==> src/rtl/axi_mem_tester.sv <==
// ---------------------------------------------------------------------------
// axi_mem_tester
//
// AXI4 master traffic generator and checker for DDR3 bring-up / soak tests.
// After calibration and a start pulse it writes an address-derived pattern
// over a region in fixed-length INCR bursts. It then reads the region back,
// compares every beat and reports pass/fail, a saturating error count and the
// first failing address. Only one AXI transaction is outstanding at a time.
//
// Ports
//   mig_clk_i          controller user clock, all logic on the rising edge
//   aresetn_i          synchronous active-low reset
//   calib_done_i       controller calibration complete
//   start_i            single-cycle start pulse
//   seed_i             pattern seed, latched when start is accepted
//   axi128_aw*/w*/b*   AXI4 write channels (master side, IDs unused)
//   axi128_ar*/r*      AXI4 read channels (master side, IDs unused)
//   busy_o             high from start acceptance until the pass finishes
//   done_o             high after a pass completes, cleared by the next start
//   pass_o             done_o with a zero error count
//   err_count_o        saturating error count
//   first_err_addr_o   beat address of the first error
// ---------------------------------------------------------------------------
module axi_mem_tester #(
    parameter int              ADDR_W     = 30,
    parameter int              DATA_W     = 128,
    parameter int              BURST_LEN  = 16,
    parameter int              NUM_BURSTS = 1024,
    parameter logic [ADDR_W-1:0] BASE_ADDR = '0
) (
    input  logic                mig_clk_i,
    input  logic                aresetn_i,
    input  logic                calib_done_i,
    input  logic                start_i,
    input  logic [31:0]         seed_i,
    // write address channel
    output logic [ADDR_W-1:0]   axi128_awaddr_o,
    output logic [7:0]          axi128_awlen_o,
    output logic [2:0]          axi128_awsize_o,
    output logic [1:0]          axi128_awburst_o,
    output logic                axi128_awlock_o,
    output logic [3:0]          axi128_awcache_o,
    output logic [2:0]          axi128_awprot_o,
    output logic [3:0]          axi128_awqos_o,
    output logic                axi128_awvalid_o,
    input  logic                axi128_awready_i,
    // write data channel
    output logic [DATA_W-1:0]   axi128_wdata_o,
    output logic [DATA_W/8-1:0] axi128_wstrb_o,
    output logic                axi128_wlast_o,
    output logic                axi128_wvalid_o,
    input  logic                axi128_wready_i,
    // write response channel
    input  logic [1:0]          axi128_bresp_i,
    input  logic                axi128_bvalid_i,
    output logic                axi128_bready_o,
    // read address channel
    output logic [ADDR_W-1:0]   axi128_araddr_o,
    output logic [7:0]          axi128_arlen_o,
    output logic [2:0]          axi128_arsize_o,
    output logic [1:0]          axi128_arburst_o,
    output logic                axi128_arlock_o,
    output logic [3:0]          axi128_arcache_o,
    output logic [2:0]          axi128_arprot_o,
    output logic [3:0]          axi128_arqos_o,
    output logic                axi128_arvalid_o,
    input  logic                axi128_arready_i,
    // read data channel
    input  logic [DATA_W-1:0]   axi128_rdata_i,
    input  logic [1:0]          axi128_rresp_i,
    input  logic                axi128_rlast_i,
    input  logic                axi128_rvalid_i,
    output logic                axi128_rready_o,
    // status
    output logic                busy_o,
    output logic                done_o,
    output logic                pass_o,
    output logic [15:0]         err_count_o,
    output logic [ADDR_W-1:0]   first_err_addr_o
);

    localparam int BEAT_W    = (BURST_LEN > 1) ? $clog2(BURST_LEN) : 1;
    localparam int BURST_W   = (NUM_BURSTS > 1) ? $clog2(NUM_BURSTS) : 1;
    localparam int NUM_LANES = DATA_W / 32;

    localparam logic [BEAT_W-1:0]  LAST_BEAT  = BEAT_W'(BURST_LEN - 1);
    localparam logic [BURST_W-1:0] LAST_BURST = BURST_W'(NUM_BURSTS - 1);
    localparam logic [ADDR_W-1:0]  BEAT_BYTES = ADDR_W'(16);

    typedef enum logic [2:0] {
        ST_IDLE    = 3'd0,
        ST_WR_ADDR = 3'd1,
        ST_WR_DATA = 3'd2,
        ST_WR_RESP = 3'd3,
        ST_RD_ADDR = 3'd4,
        ST_RD_DATA = 3'd5,
        ST_DONE    = 3'd6
    } state_t;

    state_t state_q, state_d;

    logic [31:0]        seed_q;
    logic [ADDR_W-1:0]  burst_addr_q;   // address of the current burst
    logic [ADDR_W-1:0]  beat_addr_q;    // address of the current beat
    logic [DATA_W-1:0]  data_q;         // pattern for beat_addr_q (wdata / expected rdata)
    logic [BEAT_W-1:0]  beat_cnt_q;
    logic [BURST_W-1:0] burst_cnt_q;
    logic [15:0]        err_count_q;
    logic [ADDR_W-1:0]  first_err_q;

    logic start_acc;
    logic last_beat;
    logic last_burst;
    logic w_hs;
    logic r_hs;
    logic b_hs;
    logic rd_bad;
    logic err_hit;
    logic [ADDR_W-1:0] err_addr;

    // Pattern loader: whenever the beat pointer moves, the pattern for the new
    // address is computed here and registered together with the address, so
    // the next beat's data is ready without a bubble.
    logic              load_en;
    logic [ADDR_W-1:0] load_addr;
    logic [31:0]       load_addr32;
    logic [31:0]       seed_sel;
    logic [DATA_W-1:0] pat_load;

    assign start_acc  = start_i && calib_done_i &&
                        ((state_q == ST_IDLE) || (state_q == ST_DONE));
    assign last_beat  = (beat_cnt_q == LAST_BEAT);
    assign last_burst = (burst_cnt_q == LAST_BURST);
    assign w_hs       = (state_q == ST_WR_DATA) && axi128_wready_i;
    assign r_hs       = (state_q == ST_RD_DATA) && axi128_rvalid_i;
    assign b_hs       = (state_q == ST_WR_RESP) && axi128_bvalid_i;

    // A read beat is bad on data mismatch, non-OKAY response or an rlast
    // that disagrees with the beat index; it still counts only once.
    assign rd_bad  = (axi128_rdata_i != data_q) ||
                     (axi128_rresp_i != 2'b00) ||
                     (axi128_rlast_i != last_beat);
    assign err_hit = (b_hs && (axi128_bresp_i != 2'b00)) || (r_hs && rd_bad);
    assign err_addr = (state_q == ST_WR_RESP) ? burst_addr_q : beat_addr_q;

    always_comb begin
        load_en   = 1'b0;
        load_addr = beat_addr_q;
        seed_sel  = seed_q;
        if (start_acc) begin
            load_en   = 1'b1;
            load_addr = BASE_ADDR;
            seed_sel  = seed_i;
        end else begin
            case (state_q)
                ST_WR_DATA: begin
                    if (w_hs) begin
                        load_en   = 1'b1;
                        load_addr = beat_addr_q + BEAT_BYTES;
                    end
                end
                ST_WR_RESP: begin
                    // After the last write burst rewind to the region start
                    // for the read-back pass.
                    if (b_hs && last_burst) begin
                        load_en   = 1'b1;
                        load_addr = BASE_ADDR;
                    end
                end
                ST_RD_DATA: begin
                    if (r_hs) begin
                        load_en   = 1'b1;
                        load_addr = beat_addr_q + BEAT_BYTES;
                    end
                end
                default: ;
            endcase
        end
    end

    assign load_addr32 = 32'(load_addr);

    genvar gi;
    generate
        for (gi = 0; gi < NUM_LANES; gi++) begin : g_lane
            assign pat_load[gi*32 +: 32] = (load_addr32 + 32'(gi)) ^ seed_sel;
        end
    endgenerate

    // ------------------------------------------------------------------
    // FSM: state register
    // ------------------------------------------------------------------
    always_ff @(posedge mig_clk_i) begin
        if (!aresetn_i) begin
            state_q <= ST_IDLE;
        end else begin
            state_q <= state_d;
        end
    end

    // ------------------------------------------------------------------
    // FSM: next state
    // ------------------------------------------------------------------
    always_comb begin
        state_d = state_q;
        case (state_q)
            ST_IDLE, ST_DONE: begin
                if (start_acc) state_d = ST_WR_ADDR;
            end
            ST_WR_ADDR: begin
                if (axi128_awready_i) state_d = ST_WR_DATA;
            end
            ST_WR_DATA: begin
                if (w_hs && last_beat) state_d = ST_WR_RESP;
            end
            ST_WR_RESP: begin
                if (b_hs) state_d = last_burst ? ST_RD_ADDR : ST_WR_ADDR;
            end
            ST_RD_ADDR: begin
                if (axi128_arready_i) state_d = ST_RD_DATA;
            end
            ST_RD_DATA: begin
                if (r_hs && last_beat) state_d = last_burst ? ST_DONE : ST_RD_ADDR;
            end
            default: state_d = ST_IDLE;
        endcase
    end

    // ------------------------------------------------------------------
    // FSM: outputs (decoded from the state register only, so no ready
    // ever reaches a valid combinationally)
    // ------------------------------------------------------------------
    always_comb begin
        axi128_awvalid_o = 1'b0;
        axi128_wvalid_o  = 1'b0;
        axi128_wlast_o   = 1'b0;
        axi128_bready_o  = 1'b0;
        axi128_arvalid_o = 1'b0;
        axi128_rready_o  = 1'b0;
        busy_o           = 1'b1;
        done_o           = 1'b0;
        case (state_q)
            ST_IDLE:    busy_o = 1'b0;
            ST_WR_ADDR: axi128_awvalid_o = 1'b1;
            ST_WR_DATA: begin
                axi128_wvalid_o = 1'b1;
                axi128_wlast_o  = last_beat;
            end
            ST_WR_RESP: axi128_bready_o  = 1'b1;
            ST_RD_ADDR: axi128_arvalid_o = 1'b1;
            ST_RD_DATA: axi128_rready_o  = 1'b1;
            ST_DONE: begin
                busy_o = 1'b0;
                done_o = 1'b1;
            end
            default:    busy_o = 1'b0;
        endcase
    end

    // ------------------------------------------------------------------
    // Datapath: address/beat/burst pointers, pattern and error tracking
    // ------------------------------------------------------------------
    always_ff @(posedge mig_clk_i) begin
        if (!aresetn_i) begin
            seed_q       <= '0;
            burst_addr_q <= '0;
            beat_addr_q  <= '0;
            data_q       <= '0;
            beat_cnt_q   <= '0;
            burst_cnt_q  <= '0;
            err_count_q  <= '0;
            first_err_q  <= '0;
        end else begin
            if (load_en) begin
                beat_addr_q <= load_addr;
                data_q      <= pat_load;
            end
            if (start_acc) begin
                seed_q       <= seed_i;
                burst_addr_q <= BASE_ADDR;
                beat_cnt_q   <= '0;
                burst_cnt_q  <= '0;
                err_count_q  <= '0;
                first_err_q  <= '0;
            end else begin
                case (state_q)
                    ST_WR_DATA: begin
                        if (w_hs) beat_cnt_q <= last_beat ? '0 : beat_cnt_q + 1'b1;
                    end
                    ST_WR_RESP: begin
                        if (b_hs) begin
                            // beat_addr_q already points one past the burst,
                            // i.e. at the next burst's start address.
                            burst_cnt_q  <= last_burst ? '0 : burst_cnt_q + 1'b1;
                            burst_addr_q <= last_burst ? BASE_ADDR : beat_addr_q;
                        end
                    end
                    ST_RD_DATA: begin
                        if (r_hs) begin
                            beat_cnt_q <= last_beat ? '0 : beat_cnt_q + 1'b1;
                            if (last_beat) begin
                                burst_cnt_q  <= burst_cnt_q + 1'b1;
                                burst_addr_q <= beat_addr_q + BEAT_BYTES;
                            end
                        end
                    end
                    default: ;
                endcase

                if (err_hit) begin
                    if (err_count_q != 16'hFFFF) err_count_q <= err_count_q + 16'd1;
                    if (err_count_q == 16'd0)    first_err_q <= err_addr;
                end
            end
        end
    end

    // ------------------------------------------------------------------
    // Output assignments
    // ------------------------------------------------------------------
    assign axi128_awaddr_o  = burst_addr_q;
    assign axi128_awlen_o   = 8'(BURST_LEN - 1);
    assign axi128_awsize_o  = 3'b100;
    assign axi128_awburst_o = 2'b01;
    assign axi128_awlock_o  = 1'b0;
    assign axi128_awcache_o = 4'b0011;
    assign axi128_awprot_o  = 3'b000;
    assign axi128_awqos_o   = 4'b0000;

    assign axi128_wdata_o   = data_q;
    assign axi128_wstrb_o   = '1;

    assign axi128_araddr_o  = burst_addr_q;
    assign axi128_arlen_o   = 8'(BURST_LEN - 1);
    assign axi128_arsize_o  = 3'b100;
    assign axi128_arburst_o = 2'b01;
    assign axi128_arlock_o  = 1'b0;
    assign axi128_arcache_o = 4'b0011;
    assign axi128_arprot_o  = 3'b000;
    assign axi128_arqos_o   = 4'b0000;

    assign err_count_o      = err_count_q;
    assign first_err_addr_o = first_err_q;
    assign pass_o           = done_o && (err_count_q == 16'd0);

endmodule

==> config.mk <==
export PLATFORM = sky130hd
export DESIGN_NAME = axi_mem_tester
export DESIGN_NICKNAME = d
export VERILOG_FILES = /design/src/rtl/axi_mem_tester.sv
export SDC_FILE = /design/constraint.sdc
export NUM_CORES = 1
export LEC_CHECK = 0
export ABC_AREA = 0
export ABC_CLOCK_PERIOD_IN_PS = 4000
export CAP_MARGIN = 20
export CORE_ASPECT_RATIO = 0.7
export CORE_MARGIN = 3
export CORE_UTILIZATION = 35
export DETAILED_ROUTE_END_ITERATION = 6
export HOLD_SLACK_MARGIN = 0.03
export PLACE_DENSITY = 0.6
export SYNTH_ARGS = -nofsm -noshare
export SYNTH_HDL_FRONTEND = slang
export SYNTH_SLANG_ARGS = --single-unit
==> constraint.sdc <==
create_clock -name mig_clk_i -period 4 [get_ports mig_clk_i]
set_input_delay 0.8 -clock mig_clk_i [delete_from_list [all_inputs] [get_ports mig_clk_i]]
set_output_delay 0.8 -clock mig_clk_i [all_outputs]
set_load 0.1 [all_outputs]
# Yosys cells after proc, flatten, opt, wreduce, memory -nomap -nowiden

Index checks and enable logic that the tools add are counted.

Bits in registers: 283
Output and inout bits: 309

Add/sub/neg operators: 7
Equal/unequal tests: 20
Muxes and demuxes: 43
Bitwise operators: 5
Reductions and logical operators: 29

Operators by type and width:

| cell                    | count |
|---|---|
| $mux W30                | 9 |
| $ne A128 B128 Y1        | 1 |
| $xor A31 B32 Y32        | 3 |
| $pmux W30 S3            | 1 |
| $add A30 B2 Y31 const B | 2 |
| $pmux W30 S2            | 1 |
| $mux W10                | 4 |
| $mux W32                | 1 |
| $xor A30 B32 Y32        | 1 |
| $add A30 B1 Y31 const B | 1 |
| $add A30 B5 Y30 const B | 1 |
| $mux W3                 | 7 |
| $pmux W10 S2            | 1 |
| $pmux W3 S6             | 1 |
| $add A16 B1 Y16 const B | 1 |
| $logic_not A16 Y1       | 1 |
| $ne A16 B16 Y1 const B  | 1 |
| $ne A2 B2 Y1 const B    | 7 |
| $mux W1                 | 12 |
| $mux W4                 | 3 |
| $logic_and A1 B1 Y1     | 11 |
| $add A10 B1 Y10 const B | 1 |
| $eq A10 B10 Y1 const B  | 1 |
| $eq A3 B3 Y1 const B    | 3 |
| 19 further kinds        | 29 |

# Logic depth before layout (Yosys ltp)

Depth in word-level cells: 8
Mapped depth: 19
Mapped depth without buffers: 16

# Worst setup path before layout

OpenSTA, ideal clock, no wires.

Path kind: reg2reg
From: register state_q[2]
To: register state_q[2]
Setup time: 0.154 ns
Arrival: 3.539 ns
Required time: 3.846 ns
Setup slack: 0.307 ns
Stages on the path, launching flop included: 10
Buffers on the path: 2
Period minus slack after synthesis: 3.693 ns
Cell sequence: dfxtp_1 -> buf_4 -> clkbuf_1 -> nor3_1 -> o2bb2ai_1 -> a2111oi_0 -> nand2_1 -> nor2_1 -> a21oi_1 -> a311oi_1

Cells in the longest elaborated chain, start to end: 5
Elaborated cells between the ends (all ways): 23
Those cells by class: eq/ne (12); mux (1); reduce/logical (10)

RTL lines:

| element                                                       | RTL line      | text |
|---|---|---|
| start: declaration                                            | 100           | `state_t state_q, state_d;` |
| start signal: assignment                                      | 197           | `state_q <= state_d;` |
| $eq A3 B3 Y1 (tied with other cells)                          | 135, 206      |  |
| $logic_and A1 B1 Y1 (tied with other cells)                   | 135           | `assign r_hs = (state_q == ST_RD_DATA) && axi128_rvalid_i;` |
| $logic_and A1 B1 Y1 (on tied branches)                        | 223, 130, 214 |  |
| $ne A2 B1 Y1 (no source line) or $ne A2 B2 Y1 (tied branches) | -             |  |
| $reduce_and A6 Y1 (no source line)                            | -             |  |

Several ways; a longest one is shown, not always the timed one.
A chain may end at the register's enable or synchronous reset.

# Worst setup path in the final report

From: register beat_addr_q[6]
To: register data_q[81] (netlist: axi128_wdata_o[81])

Cells in the longest elaborated chain, start to end: 6
Elaborated cells between the ends (all ways): 8
Those cells by class: add/sub (2); mux (5); bitwise (1)

RTL lines:

| element                     | RTL line | text |
|---|---|---|
| start: declaration          | 104      | `logic [ADDR_W-1:0] beat_addr_q;` |
| start signal: assignment    | 275      | `beat_addr_q <= load_addr;` |
| $add A30 B5 Y30             | 159, 173 |  |
| $mux W30 (on tied branches) | 171, 157 |  |
| $pmux W30 S3 *              | 155      | `case (state_q)` |
| $mux W30 *                  | 150      | `if (start_acc) begin` |
| $add A30 B2 Y31 *           | 186      | `assign pat_load[gi*32 +: 32] = (load_addr32 + 32'(gi)) ^ seed_sel;` |
| $xor A31 B32 Y32 *          | 186      |  |
| end signal: assignment      | 276      | `data_q <= pat_load;` |
| end: declaration            | 105      | `logic [DATA_W-1:0] data_q;` |

Every way passes the cells marked *; elsewhere a longest branch is shown, timed or not.

==> impl_metrics.yaml <==
status:
  status: "completed"
cts:
  clk_latency_ps: 590
  cts_setup_buffers: 0
  cts_buffers: 31
  cts_hold_buf: 0
  cts_tree: "done"
  cts_resized: 0
  clockBufferDepth: 3
  clkTransAtPathRegs_ps: 60
  htreeDepth: 1
  root_buffer: "clkbuf_16"
  clock-sinks: 278
hold_path:
  hold_path_class: "reg -> reg"
synth:
  syn-cell-area_mm2: 0.01673
  yosysWarnings: 0
  synthTopCellsByCount: "nand2_1 (312), dfxtp_1 (278), nor2_1 (215), buf_4 (107), xnor2_1 (106)"
  synthCells: 2160
  avgSynthCellArea_um2: 7.744
  synth_edf_count: 0
  yosysMostFrequentCell: "nand2_1"
  ys.flop_type: "dfxtp_1"
  synth_area_leaders: "dfxtp_1 (33%), nand2_1 (7.0%), xnor2_1 (5.6%)"
  async_reset_ff_share_pct: 0
  synth-seq-cells: 278
  yosys.area.top_type_share_pct: 33.27
  yosys.area.top_type: "dfxtp_1"
  yosysUniqueCellTypes: 100
  ys_seq_area_share_pct: 33.27
timing:
  fmax_mhz: 266.1
  grt_setup_unrepaired: "no"
  maxSlewHeadroom_pct: 29.81
  final.setup.worst_slack_ps: 241.9
  worst_pin_slew_ps: 1050
  min_period_over_period_pct: 93.95
  finalSetupViolCount: 0
  slew_violations: 0
  skew_ps: 31.28
  fin_crit_ps: 3758
  hold_viol: 0
worst_setup_path:
  critPathArrivalTime_ps: 4200
  worstPathRequired_ps: 4440
  path_max_fanout: 12
  crit_type: "reg -> reg"
  crit_path_end_kind: "flop"
  startpoint_type: "flop"
drt:
  ant_nets: 0
  route.detailed.drc: 0
  wl_um: 72120
  drt_first_pass_iters: 6
  drt_iter0_markers: 1604
  wl_per_cell_um: 22.30
  vias_per_cell: 5.361
  route.vias.total: 17340
global_routing:
  grt_pass1_wl_um: 105100
  antenna_found_initial: 0
  grt_pass1_vias: 16540
  grt_max_degree: 122
  overflow: 0
  grt_usage_pct: 27.25
flow_run:
  drv_cap: 0
layout:
  drive_above_1_share_pct: 10.60
  final-instance-count-excl-fill: 3234
  nets: 2784
  final_area_mm2: 0.02291
  multiInputGateArea_mm2: 0.009878
  syn2layout_area_growth_pct: 36.95
  fillers: 4538
  n_antenna_cell: 0
  seqCellArea_mm2: 0.005565
floorplan:
  fp-row-count: 66
  initial_core_util_pct: 35.72
  die_w_um: 267.3
  core_mm2: 0.04682
  die_y_um: 188.9
  num_io_pins: 483
  dieArea_mm2: 0.05049
power_and_ir_drop:
  powerDensity_mw_per_mm2: 509.7
  p_total_w: 0.01168
  irDropWorstVdd_mv: 0.3299
  leakage_nw: 8.519
placement:
  dp_hpwl_um: 57710
  routabilityCongestion: 0.9685
  placed_cells: 3178
  placed_area_mm2: 0.02188
  pre_cts_slack_ps: -80.83
  io_buffers: 416
-- state kept, by name, indices dropped and copies added, names as in the netlist --
name and count:
first_err_addr_o 30, axi128_araddr_o 30, beat_cnt_q 4, seed_q 32, err_count_o 16, axi128_wdata_o 123, beat_addr_q 30, state_q 3
burst_cnt_q 10
-- path summary, 6_finish.rpt --
path / depth (start not counted) / from / to / slack (ps)
worst max-delay path: 9 / beat_addr_q[6] / axi128_wdata_o[81] / 240
worst min register to register: 2 / seed_q[31] / seed_q[31] / 450
worst min-delay path: 2 / seed_q[31] / seed_q[31] / 450
worst max register to register: 9 / beat_addr_q[6] / axi128_wdata_o[81] / 240
-- cells in the final DEF (no fill, tap or decap), types with 43 or more instances in the layout --
cell,n
clkdlybuf4s50_1,402
nand2_1,311
dfxtp_1,278
nor2_1,213
buf_4,166
xnor2_1,106
a21oi_1,101
o21ai_0,89
xor2_1,68
nor3_1,68
mux2i_1,66
conb_1,66
nand3_1,65
inv_1,63
a211oi_1,49
nor2b_1,43
-- stage by stage --
| stage | utilization [%] | setup TNS (ps) | hold WS, ps |
|---|---|---|---|
| after floorplan | - | 0 | 436.6 |
| after global placement | 46.73 | -1352 | 442.7 |
| after detailed placement | 46.73 | -1822 | 448.6 |
| after CTS | 48.86 | 0 | 456.3 |
| after global routing | 48.93 | 0 | 479.2 |
| final | 48.93 | 0 | 454.0 |
-- metal layers --
metal	vias up	wire length, µm	GRT usage, %
met2	632	32090	42.42
met4	0	1064	4.530
met1	8422	33170	39.00
li1	8219	-	-
met3	66	5798	6.157
met5	-	0	0
-- power breakdown --
part	internal [W]	switching, W	total [W]
logic	0.00136	0.00392	0.00528
clock network	0.00167	0.00121	0.00289
registers	0.00308	0.000427	0.00351
total	0.00611	0.00556	0.0117
-- critical path, cell delays in order, from the launching register on --
cell and delay (ps):
dfxtp_1 650, and4_1 440, nand4_1 360, and3_1 330
a211oi_2 500, buf_4 240, xor2_1 70, o21ai_1 500
xor2_1 390, o21ai_0 120
-- final cells by class --
cell class	instances	share of cell area, %
clock inverters	7	0.3987
well taps	612	3.343
repair buffers	578	23.78
flip-flops and latches	278	24.29
multi-input cells	1645	43.12
clock buffers	47	3.954
inverters	67	1.109
-- cell families after synthesis --
logic type               synth area share [%]
AO/OA/AOI/OAI                           15.40
buffers and inverters                   9.365
AND/OR/NAND/NOR                         27.85
flip-flops                              33.27
other                                 0.04490
multiplexers                            4.286
XOR/XNOR                                9.111
adder cells (fa/ha/maj)                0.6732
(Power assumes the default switching activity.)
==> edit 1, RTL diff (same flow settings) <==
Re-encode `state_t` (7 states) as one-hot, 7 bits wide.
--- a/src/rtl/axi_mem_tester.sv
+++ b/src/rtl/axi_mem_tester.sv
@@ -87,14 +87,14 @@
     localparam logic [BURST_W-1:0] LAST_BURST = BURST_W'(NUM_BURSTS - 1);
     localparam logic [ADDR_W-1:0]  BEAT_BYTES = ADDR_W'(16);
 
-    typedef enum logic [2:0] {
-        ST_IDLE    = 3'd0,
-        ST_WR_ADDR = 3'd1,
-        ST_WR_DATA = 3'd2,
-        ST_WR_RESP = 3'd3,
-        ST_RD_ADDR = 3'd4,
-        ST_RD_DATA = 3'd5,
-        ST_DONE    = 3'd6
+    typedef enum logic [6:0] {
+        ST_IDLE    = 7'b0000001,
+        ST_WR_ADDR = 7'b0000010,
+        ST_WR_DATA = 7'b0000100,
+        ST_WR_RESP = 7'b0001000,
+        ST_RD_ADDR = 7'b0010000,
+        ST_RD_DATA = 7'b0100000,
+        ST_DONE    = 7'b1000000
     } state_t;
 
     state_t state_q, state_d;
Behaviour: no difference found for any inputs over 4 cycles, from zero or initial values and one cycle with aresetn_i low; so few cycles prove little.
==> edit 1 against the original RTL <==
Sequential cell count rose by 4; total power is 20% lower; worst setup slack improved by 0.048 ns; synthesized area down 1.8%; routed wire length is 3.1% higher; final area fell by 0.91%; sequential share of layout area up 0.58 points; critical path type unchanged; largest power group unchanged; highest routed layer is now met5.
==> edit 1: results (changes against the original RTL) <==
The worst hold-check slack came out at 0.458 ns (was 0.454 ns). The worst setup slack before clock tree synthesis is -0.459 ns (was -0.0808 ns). The largest voltage drop on the vdd net came out at 0.000412 V (was 0.000330 V). The mean instance size in the synthesized netlist was 7.83 um2 (was 7.74 um2).

The number of global-route vias before repair came to 16177 (was 16537). The shortest clock period the worst path allows after layout is 3.71 ns (was 3.76 ns). The final clock skew came out at 0.0135 ns (was 0.0313 ns). The origin of the worst min-delay path is seed_q[31] (unchanged). The type of the tightest min-delay check was reg2reg (unchanged). The number of buffers between clock root and the deepest sink is 3 (unchanged). The sequential-to-total area share from yosys stat is 0.344 (was 0.333). The root buffer cell is clkbuf_16 (unchanged).

The number of detailed-route iterations in the first pass is 5 (was 6). The logic depth of the worst register-to-register path is 16 (was 9). The initial antenna violation count was 3 (was 0). The wire length after detailed routing came out at 74.3 mm (was 72.1 mm). The fraction of registers with async set or reset after synthesis is 0 (unchanged). The count of cells along the worst hold path came out at 2 (unchanged). Largest cells by area after synthesis: dfxtp_1 34%, xnor2_1 5.8%, nor2_1 5.1% (was dfxtp_1 33%, nand2_1 7.0%, xnor2_1 5.6%). The weighted congestion at the end of routability-driven global placement came to 0.946 (was 0.969). The post-DP HPWL is 59.6 mm (was 57.7 mm). The count of distinct cell types in the synthesized netlist came to 91 (was 100). The transition at the pin with the smallest max-transition slack is 1.05 ns (about the same).

The number of inserted diodes is 0 (unchanged). The global-route wire length before repair is 107 mm (was 105 mm). The clock transition at the registers of the reported paths came to 0.06 ns (about the same). The final hold violation count came out at 0 (unchanged). The insertion delay to the later sink of the worst-skew pair came out at 0.57 ns (was 0.59 ns).

The global-route usage over all layers was 0.284 (was 0.273). The largest net degree at the start of global routing is 84 (was 122). The launching point of the worst reg2reg path was burst_cnt_q[0] (was beat_addr_q[6]). Run status: complete, no violations (unchanged).

The highest fanout seen on the critical path came out at 5 (was 12). The mean number of vias per cell is 5.54 (was 5.36). The endpoint of the most critical register-to-register path is axi128_wdata_o[52] (was axi128_wdata_o[81]). The cell total after placement is 3131 (was 3178). The number of synthesis warnings is 0 (unchanged). The final cell count without fillers came out at 3178 (was 3234). The minimum setup slack among reg-to-reg paths came out at 0.29 ns (was 0.24 ns).

The level count of the clock H-tree was 1 (unchanged). The worst hold path endpoint is seed_q[31] (unchanged). The number of flip-flops in the largest register came out at 123 (unchanged).

The TritonCTS buffer count was 29 (was 31). Leading post-synthesis cells by instance count: 282 x dfxtp_1, 225 x nor2_1, 223 x nand2_1 (was 312 x nand2_1, 278 x dfxtp_1, 215 x nor2_1). The cell leakage power came to 8.04 nW (was 8.52 nW). The fraction of layout cells with a size suffix above 1 is 0.107 (was 0.106). The number of DRC markers after the initial detailed-route iteration is 1791 (was 1604).

The final-stage net count was 2742 (was 2784). The number of buffers inserted by port buffering is 416 (unchanged).
edit 1: changes by cell type in the layout (fill, tap and decap cells not counted), sizes merged, moves of 10 or more:
| cell | change |
|---|---|
| xor2 | -13 |
| a21oi | +25 |
| or4 | +14 |
| a211oi | +21 |
| nand2 | -89 |
| mux2i | -25 |
| buf | +14 |
| o211ai | +17 |
| nor3 | -29 |
| o311ai | +10 |
| nor4 | -10 |
| nand3 | +31 |
| a21boi | +13 |
| nor2b | -14 |
edit 1: cell type report:
type	count	area (um2)
Tap cell	603	754
Inverter	70	264
Clock inverter	8	67.6
Fill cell	4419	23000
Timing Repair Buffer	595	5610
Clock buffer	39	823
Sequential cell	282	5650
Multi-Input combinational cell	1581	9540
edit 1: kinds of logic after synthesis:
kind of cell | Yosys count | synth area share
muxes | 45 | 0.0277
adders and majority gates | 9 | 0.00685
AOI/OAI and AO/OA | 472 | 0.196
other | 2 | 0.000457
and+or+nand+nor | 826 | 0.244
buffers and inverters | 300 | 0.0947
DFF | 282 | 0.344
xor gates and xnor gates | 163 | 0.0869
edit 1: power by group:
group	internal [mW]	switching (mW)
Clock	1.49	1.18
Sequential	3.00	0.289
Combinational	0.929	2.47
edit 1: how the worst max path moves through the flow:
stage | endpoint | start | slack, ns | cells past startpoint
after floorplan | axi128_wdata_o[62] | start_i | 0.12 | 14
after detailed placement | err_count_o[11] | axi128_rdata_i[83] | -0.46 | 14
after global placement | err_count_o[3] | axi128_rdata_i[83] | -0.30 | 14
final | axi128_wdata_o[52] | burst_cnt_q[0] | 0.29 | 16
after CTS | err_count_o[3] | axi128_rdata_i[83] | 0.09 | 14
after global routing | axi128_wdata_o[52] | beat_addr_q[4] | 0.07 | 11
edit 1: metal layers:
metal / global-route usage / part of all wire / vias to the layer above
met5: 0 / 0.00035 / -
met4: 0.0460 / 0.017 / 4
met3: 0.0767 / 0.10 / 97
met2: 0.412 / 0.42 / 839
met1: 0.423 / 0.46 / 8492
li1: - / - / 8178
edit 1: what timing repair did:
| action | in CTS | in global routing |
|---|---|---|
| resized for setup | 0 | 3 |
| buffers inserted | 0 | 0 |
| endpoints found under the setup margin | 0 | 46 |
edit 1: worst max-delay path: stages, from the launching register on:
cell,delay [ns]
dfxtp_1,0.35
ha_1,0.24
and4_1,0.25
and4_1,0.30
a21oi_1,0.20
buf_4,0.19
nand2_1,0.12
inv_1,0.11
ha_1,0.14
inv_1,0.05
nor2_1,0.18
nand4_1,0.24
buf_4,0.22
nor4_2,0.28
nand2_1,0.12
mux2_1,0.39
a211oi_1,0.24
edit 1: metrics by stage:
| stage | instance area [um2] | util |
|---|---|---|
| after floorplan | 16700 | - |
| after global placement | 21800 | 0.477 |
| after detailed placement | 21800 | 0.477 |
| after CTS | 22700 | 0.496 |
| after global routing | 22700 | 0.497 |
| final | 22700 | 0.497 |
==> edit 2, RTL diff (same settings) <==
Made on the original files. `BURST_LEN`: 16 -> 32.
--- a/src/rtl/axi_mem_tester.sv
+++ b/src/rtl/axi_mem_tester.sv
@@ -24,7 +24,7 @@
 module axi_mem_tester #(
     parameter int              ADDR_W     = 30,
     parameter int              DATA_W     = 128,
-    parameter int              BURST_LEN  = 16,
+    parameter int              BURST_LEN  = 32,
     parameter int              NUM_BURSTS = 1024,
     parameter logic [ADDR_W-1:0] BASE_ADDR = '0
 ) (
Function: changed (a bounded check fails within 4 cycles, from zero or initial values and one cycle with aresetn_i low).
==> edit 2 against the original RTL <==
Final area is 4.3% higher; critical path depth up 1; highest routed layer is now met5; total power rose by 2.6%; worst setup slack worse by 0.065 ns; sequential cell count grew 1; final cell count rose by 2.8%; routed wire length increased by 9.9%; synthesized area is 0.93% higher.
==> edit 2: results (changes against the original RTL) <==
The wire length after detailed routing came out at 79.2 mm (was 72.1 mm). The timing startpoint of the critical path is beat_addr_q[4] (was beat_addr_q[6]). The origin of the worst min-delay path is seed_q[19] (was seed_q[31]). Run status: complete, no violations (unchanged). The slowest cell on the critical path is or4b_2 (was dfxtp_1).

The number of inserted diodes is 1 (was 0). The part of the total power dissipated in combinational logic is 0.466 (was 0.452). The worst hold path endpoint is seed_q[19] (was seed_q[31]).

The post-DP HPWL is 64.1 mm (was 57.7 mm). The clock net sink count came out at 279 (was 278). The logic depth of the worst register-to-register path is 10 (was 9).

The number of global-route vias before repair came to 17229 (was 16537). The register area came out at 0.00559 mm2 (was 0.00557 mm2). The fraction of cell area in non-clock buffers was 0.264 (was 0.238). The switching share of power came out at 0.478 (was 0.476). The number of detailed-route iterations in the first pass came to 5 (was 6). The met3 track demand over resource is 0.0754 (was 0.0616). The multi-input logic portion of the cell area came out at 0.418 (was 0.431). Largest cells by area after synthesis: dfxtp_1 33%, nand2_1 5.7%, buf_4 4.7% (was dfxtp_1 33%, nand2_1 7.0%, xnor2_1 5.6%). The worst hold-check slack came out at 0.457 ns (was 0.454 ns). The total routed wire length on the met1 layer is 36.1 mm (was 33.2 mm). The mean number of vias per cell came out at 5.67 (was 5.36). The worst setup slack before clock tree synthesis is -0.480 ns (was -0.0808 ns).

The final-stage net count is 2873 (was 2784). The launching point of the worst reg2reg path is beat_addr_q[4] (was beat_addr_q[6]). The clock-cell share of area came out at 0.0421 (was 0.0435). The minimum setup slack among reg-to-reg paths is 0.18 ns (was 0.24 ns).

The data arrival time of the worst path is 4.28 ns (was 4.20 ns). The number of DRC markers after the initial detailed-route iteration is 2227 (was 1604). The cell leakage power came out at 9.27 nW (was 8.52 nW). The weighted congestion at the end of routability-driven global placement is 0.937 (was 0.969).

The fraction of layout cells with a size suffix above 1 is 0.134 (was 0.106).
[edit 2: cell types whose count changed after synthesis, moves of 30 or more]
cell and delta:
nand2_1 -54, nor2_1 -46, mux2i_1 -40, o211a_1 +35, xnor2_1 -33, o2111ai_1 +30
[edit 2: logic make-up (layout without fill, tap and decap cells)]
kind of cell / count (synthesis) / count (layout) / share of synthesized area
adder cells (fa/ha/maj): 10 / 10 / 0.00741
AO/OA/AOI/OAI: 477 / 477 / 0.202
XOR/XNOR: 152 / 152 / 0.0797
other: 2 / 67 / 0.000445
AND/OR/NAND/NOR: 900 / 900 / 0.267
multiplexers: 28 / 28 / 0.0167
buffers and inverters: 320 / 801 / 0.0958
flip-flops: 279 / 279 / 0.331
[edit 2: worst max-delay path, delay by kind of cell, from the launching register on]
| family | cells | cell delay, ns |
|---|---|---|
| adders and majority gates | 1 | 0.29 |
| buffers and inverters | 1 | 0.22 |
| DFF | 1 | 0.38 |
| and+or+nand+nor | 8 | 2.83 |
